### config.mk
export PLATFORM = sky130hd
export DESIGN_NAME = sram_data_port
export DESIGN_NICKNAME = d
export VERILOG_FILES = /design/src/rtl/sram_data_port.sv
export SDC_FILE = /design/constraint.sdc
export NUM_CORES = 1
export LEC_CHECK = 0
export ABC_AREA = 1
export CORE_ASPECT_RATIO = 0.75
export CORE_MARGIN = 2
export CORE_UTILIZATION = 39
export CTS_CLUSTER_SIZE = 12
export DETAILED_ROUTE_END_ITERATION = 12
export GPL_ROUTABILITY_DRIVEN = 0
export PLACE_DENSITY = 0.78
export SYNTH_ARGS = -nofsm -noshare
export SYNTH_HDL_FRONTEND = slang
export SYNTH_SLANG_ARGS = --single-unit
### constraint.sdc
create_clock -name clk -period 1.6 [get_ports clk]
set_clock_uncertainty 0.1 [all_clocks]
set_input_delay 0.16 -clock clk [delete_from_list [all_inputs] [get_ports clk]]
set_output_delay 0.16 -clock clk [all_outputs]
set_load 0.005 [all_outputs]
### src/rtl/sram_data_port.sv
// Single-request data-memory responder: turns MM-stage loads/stores into timed async-SRAM cycles.
// Optional DMEM_ADDR_CHECK_EN: reject misaligned/out-of-range requests with a fault pulse, no SRAM cycle.
module sram_data_port #(
    parameter int ADDR_W      = 20,
    parameter int WAIT_STATES = 1
) (
    input  logic              clk,
    input  logic              rst_n,
    input  logic [31:0]       address,
    input  logic [31:0]       data_i,
    input  logic              rd,
    input  logic              wr,
    input  logic [1:0]        access_sz,
    output logic [31:0]       data_o,
    output logic              ready,
    output logic              fault,
    output logic [ADDR_W-1:0] sram_addr,
    output logic [31:0]       sram_wdata,
    input  logic [31:0]       sram_rdata,
    output logic              sram_ce_n,
    output logic              sram_oe_n,
    output logic              sram_we_n,
    output logic [3:0]        sram_be_n
);
    localparam logic [1:0] SZ_BYTE = 2'b00;
    localparam logic [1:0] SZ_HALF = 2'b01;
    localparam logic [3:0] WAIT_LAST = 4'(WAIT_STATES);

    typedef enum logic [1:0] {S_IDLE, S_SETUP, S_ACCESS, S_DONE} state_t;

    state_t            state_q, state_d;
    logic [ADDR_W-1:0] addr_q, addr_d;
    logic [1:0]        lane_q, lane_d;
    logic [1:0]        sz_q, sz_d;
    logic              wr_q, wr_d;
    logic [31:0]       wdata_q, wdata_d;
    logic [3:0]        be_q, be_d;
    logic [3:0]        wait_q, wait_d;
    logic [31:0]       rdata_q, rdata_d;

    // Request decode: lane offset is forced to the natural alignment of the access size.
    logic [1:0]  req_lane;
    logic [3:0]  req_be;
    logic [31:0] req_wdata;
    logic [31:0] rd_shift;
    logic [31:0] rd_lane;

    always_comb begin
        req_lane  = 2'b00;
        req_be    = 4'h0;
        req_wdata = data_i;
        if (access_sz == SZ_BYTE) begin
            req_lane  = address[1:0];
            req_be    = ~(4'b0001 << address[1:0]);
            req_wdata = {4{data_i[7:0]}};
        end else if (access_sz == SZ_HALF) begin
            req_lane  = {address[1], 1'b0};
            req_be    = address[1] ? 4'h3 : 4'hC;
            req_wdata = {2{data_i[15:0]}};
        end
    end

    always_comb begin
        rd_shift = sram_rdata >> {lane_q, 3'b000};
        if (sz_q == SZ_BYTE)      rd_lane = {24'h0, rd_shift[7:0]};
        else if (sz_q == SZ_HALF) rd_lane = {16'h0, rd_shift[15:0]};
        else                      rd_lane = sram_rdata;
    end

`ifdef DMEM_ADDR_CHECK_EN
    logic fault_q, fault_d;
    logic req_bad;

    always_comb begin
        req_bad = ((address >> (ADDR_W + 2)) != 32'h0);
        if (access_sz == SZ_HALF && address[0])                    req_bad = 1'b1;
        if (access_sz != SZ_BYTE && access_sz != SZ_HALF && address[1:0] != 2'b00) req_bad = 1'b1;
    end
`else
    logic unused_addr_hi;
    assign unused_addr_hi = ^address[31:ADDR_W+2];
`endif

    always_ff @(posedge clk) begin
        if (!rst_n) begin
            state_q <= S_IDLE;
            addr_q  <= '0;
            lane_q  <= 2'b00;
            sz_q    <= 2'b00;
            wr_q    <= 1'b0;
            wdata_q <= 32'h0;
            be_q    <= 4'hF;
            wait_q  <= 4'h0;
            rdata_q <= 32'h0;
`ifdef DMEM_ADDR_CHECK_EN
            fault_q <= 1'b0;
`endif
        end else begin
            state_q <= state_d;
            addr_q  <= addr_d;
            lane_q  <= lane_d;
            sz_q    <= sz_d;
            wr_q    <= wr_d;
            wdata_q <= wdata_d;
            be_q    <= be_d;
            wait_q  <= wait_d;
            rdata_q <= rdata_d;
`ifdef DMEM_ADDR_CHECK_EN
            fault_q <= fault_d;
`endif
        end
    end

    always_comb begin
        state_d = state_q;
        addr_d  = addr_q;
        lane_d  = lane_q;
        sz_d    = sz_q;
        wr_d    = wr_q;
        wdata_d = wdata_q;
        be_d    = be_q;
        wait_d  = wait_q;
        rdata_d = rdata_q;
`ifdef DMEM_ADDR_CHECK_EN
        fault_d = fault_q;
`endif
        case (state_q)
            S_IDLE: begin
                if (rd || wr) begin
                    addr_d  = address[ADDR_W+1:2];
                    lane_d  = req_lane;
                    sz_d    = access_sz;
                    wr_d    = wr;
                    wdata_d = req_wdata;
                    be_d    = req_be;
                    rdata_d = 32'h0;
                    state_d = S_SETUP;
`ifdef DMEM_ADDR_CHECK_EN
                    fault_d = req_bad;
                    if (req_bad) begin
                        be_d    = 4'hF;
                        state_d = S_DONE;
                    end
`endif
                end
            end
            S_SETUP: begin
                wait_d  = 4'h0;
                state_d = S_ACCESS;
            end
            S_ACCESS: begin
                if (wait_q == WAIT_LAST) begin
                    if (!wr_q) rdata_d = rd_lane;
                    state_d = S_DONE;
                end else begin
                    wait_d = wait_q + 4'h1;
                end
            end
            default: begin
                be_d    = 4'hF;
                state_d = S_IDLE;
            end
        endcase
    end

    // Strobes are a pure decode of the registered state, so reset deasserts them at the same edge.
    always_comb begin
        sram_ce_n  = !(state_q == S_SETUP || state_q == S_ACCESS);
        sram_oe_n  = !(state_q == S_ACCESS && !wr_q);
        sram_we_n  = !(state_q == S_ACCESS && wr_q);
        sram_be_n  = be_q;
        sram_addr  = addr_q;
        sram_wdata = wdata_q;
        ready      = (state_q == S_DONE);
        data_o     = rdata_q;
`ifdef DMEM_ADDR_CHECK_EN
        fault      = (state_q == S_DONE) && fault_q;
`else
        fault      = 1'b0;
`endif
    end
endmodule

==> flow_metrics.py <==
metrics = {
    "global_route": {
        "grt_max_degree": 56,
        "grt_use_total_pct": 23.1,
        "grt-ovfl-total": 0,
        "grt_antenna_before_repair": 0,
        "grt_pass1_vias": 4785,
        "grt_pass1_wl_um": 23700,
    },
    "synth": {
        "yosysSeqAreaShare_pct": 42.4,
        "synth_nets": 801,
        "ys_ff_latch": 99,
        "synth_area_leader_cell": "dfxtp_1",
        "syn_inst": 693,
        "syn_area_um2": 4670,
        "synth_enable_flop_cells": 0,
        "netlist.area_leader.share_pct": 42.4,
        "yosysWarnings": 0,
        "synth_cell_types": 29,
        "syn_area_per_cell_um2": 6.74,
        "yosys-top-cells-area": "dfxtp_1, nand2_1, o21ai_0",
        "yosys-top-cells-count": "nand2_1, dfxtp_1, nor2_1",
        "postSynth.asyncResetShare_pct": 0,
        "synth.most_common_cell": "nand2_1",
        "synthFlopType": "dfxtp_1",
    },
    "layout": {
        "nets": 1000,
        "drive_above_1_share_pct": 12.6,
        "area_growth_pct": 58.3,
        "diodes": 0,
        "fin_cells": 1059,
    },
    "worst_setup_path": {
        "critPathCaptureType": "flop",
        "arrival_ps": 1800,
        "required_ps": 1760,
        "r2r_slack_ps": -30,
        "crit_type": "reg2reg",
        "rr_worst_depth": 8,
        "rr_endpoint": "data_o[1]$_SDFFE_PN0P_",
        "rr_startpoint": "state_q[0]$_SDFFE_PN0P_",
        "crit_fanout": 8,
        "cp-start-kind": "flop",
    },
    "sta": {
        "hold_violations": 0,
        "finalSetupViolCount": 3,
        "rsz0062_at_grt": "true",
        "timing.final.ws_setup_ps": -34.1,
        "fin_crit_sh_pct": 102,
        "drv_slew": 0,
        "fmax_ghz": 0.612,
        "finalCriticalPeriod_ps": 1630,
    },
    "floorplanning": {
        "coreArea_um2": 11700,
        "rows": 34,
        "dieArea_um2": 12900,
        "dieWidth_um": 130,
        "chipHeight_um": 98.8,
        "start_util_pct": 40.1,
        "boundaryPins": 195,
    },
    "power": {
        "ir_worst_vdd_mv": 1.03,
        "power_leakage_nw": 3.15,
        "finalPower_w": 0.0127,
        "power_density_nw_per_um2": 1720,
    },
    "cts": {
        "cts_inserted_buffers": 9,
        "cts_htree_levels": 3,
        "clock_latency_ps": 340,
        "clkTransAtPathRegs_ps": 70,
        "cts_tree": "done",
        "cts.sinks": 99,
        "root_buffer": "clkbuf_16",
        "clk_path_buf_depth": 2,
    },
    "route": {
        "drc": 0,
        "antenna_left": 0,
        "finalWirelength_um": 15300,
        "first_pass_iters": 5,
        "wl_per_cell_um": 14.4,
        "num_vias": 5155,
        "drt_iter0_markers": 339,
        "post_drt_via_cell_ratio": 4.87,
    },
    "hold_path": {
        "hold_class": "in2reg",
        "hold_start": "rst_n",
        "min_path_cells": 3,
        "worstHoldEndpoint": "wait_q[1]$_SDFFE_PN0P_",
    },
    "status": {
        "violations": "setup timing",
        "outcome": "complete, but fails checks",
    },
    "placed_design": {
        "port_buffers": 183,
        "dp_cells": 1035,
        "dp_hpwl_um": 10700,
    },
    "flow_run": {
        "cap_violations": 0,
    },
}
## per-stage QoR
stage	instance area, um^2	hold slack, ps	setup WS [ps]	util, %	setup TNS [ps]
CTS	7240	127	8.69	62.1	0
detailed placement	6840	336	-103	58.7	-880
floorplan	4690	199	4.76	-	0
global route	7390	173	-99.0	63.4	-1670
finish	7390	150	-34.1	63.4	-45.0
global placement	6840	333	-15.7	58.7	-74.9
## logic make-up (layout without fill, tap and decap cells)
group / Yosys count / after routing / synth area share, %
buffers and inverters: 110 / 313 / 9.83
adder cells (fa/ha/maj): 6 / 6 / 1.61
other: 1 / 1 / 0.0803
AO/OA/AOI/OAI: 146 / 146 / 17.1
AND/OR/NAND/NOR: 331 / 332 / 29.0
flip-flops: 99 / 99 / 42.4
## routing by layer
| metal | share of wire [%] | global-route usage (%) |
|---|---|---|
| met5 | 0 | 0 |
| met4 | 1.7 | 6.87 |
| met3 | 7.9 | 5.81 |
| met2 | 42 | 34.8 |
| met1 | 48 | 32.9 |
## final cells by class
type,count,area (um^2)
Clock buffer,9,225
Clock inverter,7,98.8
Fill cell,1060,4260
Inverter,69,259
Multi-Input combinational cell,485,2370
Sequential cell,99,1990
Tap cell,162,203
Timing Repair Buffer,228,2250
## report_power, final
group | switching, W | internal [W] | total (W)
sequential | 0.000421 | 0.00328 | 0.00370
clock | 0.000988 | 0.00139 | 0.00237
combinational | 0.00331 | 0.00330 | 0.00661
total | 0.00472 | 0.00796 | 0.0127
## worst max-delay path: stages, from the launching register on
cell and delay [ps]:
dfxtp_2 320, inv_2 70, ha_4 160, inv_2 40, or2_4 270, buf_12 140
nor2_8 200, nand3_1 100, a21oi_1 150
## timing repair
action / in CTS / in global routing
pin swaps: 3 / 6
gates cloned: 1 / 2
buffers inserted: 4 / 1
setup endpoints to repair: 9 / 52
hold buffers: 0 / 0
gates resized for setup: 22 / 38
## registers in the layout, indices dropped and copies added (netlist names)
register / cells
data_o: 32
sram_wdata: 32
sram_addr: 20
sram_be_n: 4
wait_q: 4
lane_q: 2
state_q: 2
sz_q: 2
wr_q: 1
## worst max path at each step
stage	from	endpoint	slack, ps	depth (start not counted)
floorplan	state_q[0]$_SDFFE_PN0P_	data_o[20]$_SDFFE_PN0P_	5	9
global placement	wr	data_o[3]$_SDFFE_PN0P_	-20	7
detailed placement	wr	data_o[24]$_SDFFE_PN0P_	-100	7
CTS	state_q[0]$_SDFFE_PN0P_	data_o[25]$_SDFFE_PN0P_	9	8
global route	state_q[0]$_SDFFE_PN0P_	data_o[6]$_SDFFE_PN0P_	-100	8
finish	state_q[0]$_SDFFE_PN0P_	data_o[1]$_SDFFE_PN0P_	-30	8
## layout by cell type, fill, tap and decap left out, types with 2 or more instances in the layout
master / n
nand3_2: 7
buf_2: 2
clkdlybuf4s50_1: 177
nor2_1: 79
buf_4: 37
inv_6: 3
a21oi_1: 37
dfxtp_1: 97
a41oi_1: 8
nor2_2: 2
a31oi_1: 16
clkbuf_2: 2
ha_1: 4
nand2_2: 4
a21oi_2: 10
nand3_1: 43
buf_12: 4
buf_8: 2
inv_1: 58
o21ai_0: 60
nand2_1: 190
nand2_4: 2
o21ai_2: 8
o21ai_1: 4
inv_2: 7
clkbuf_16: 11
clkinv_1: 4
bufinv_16: 2
(Power assumes the default switching activity.)
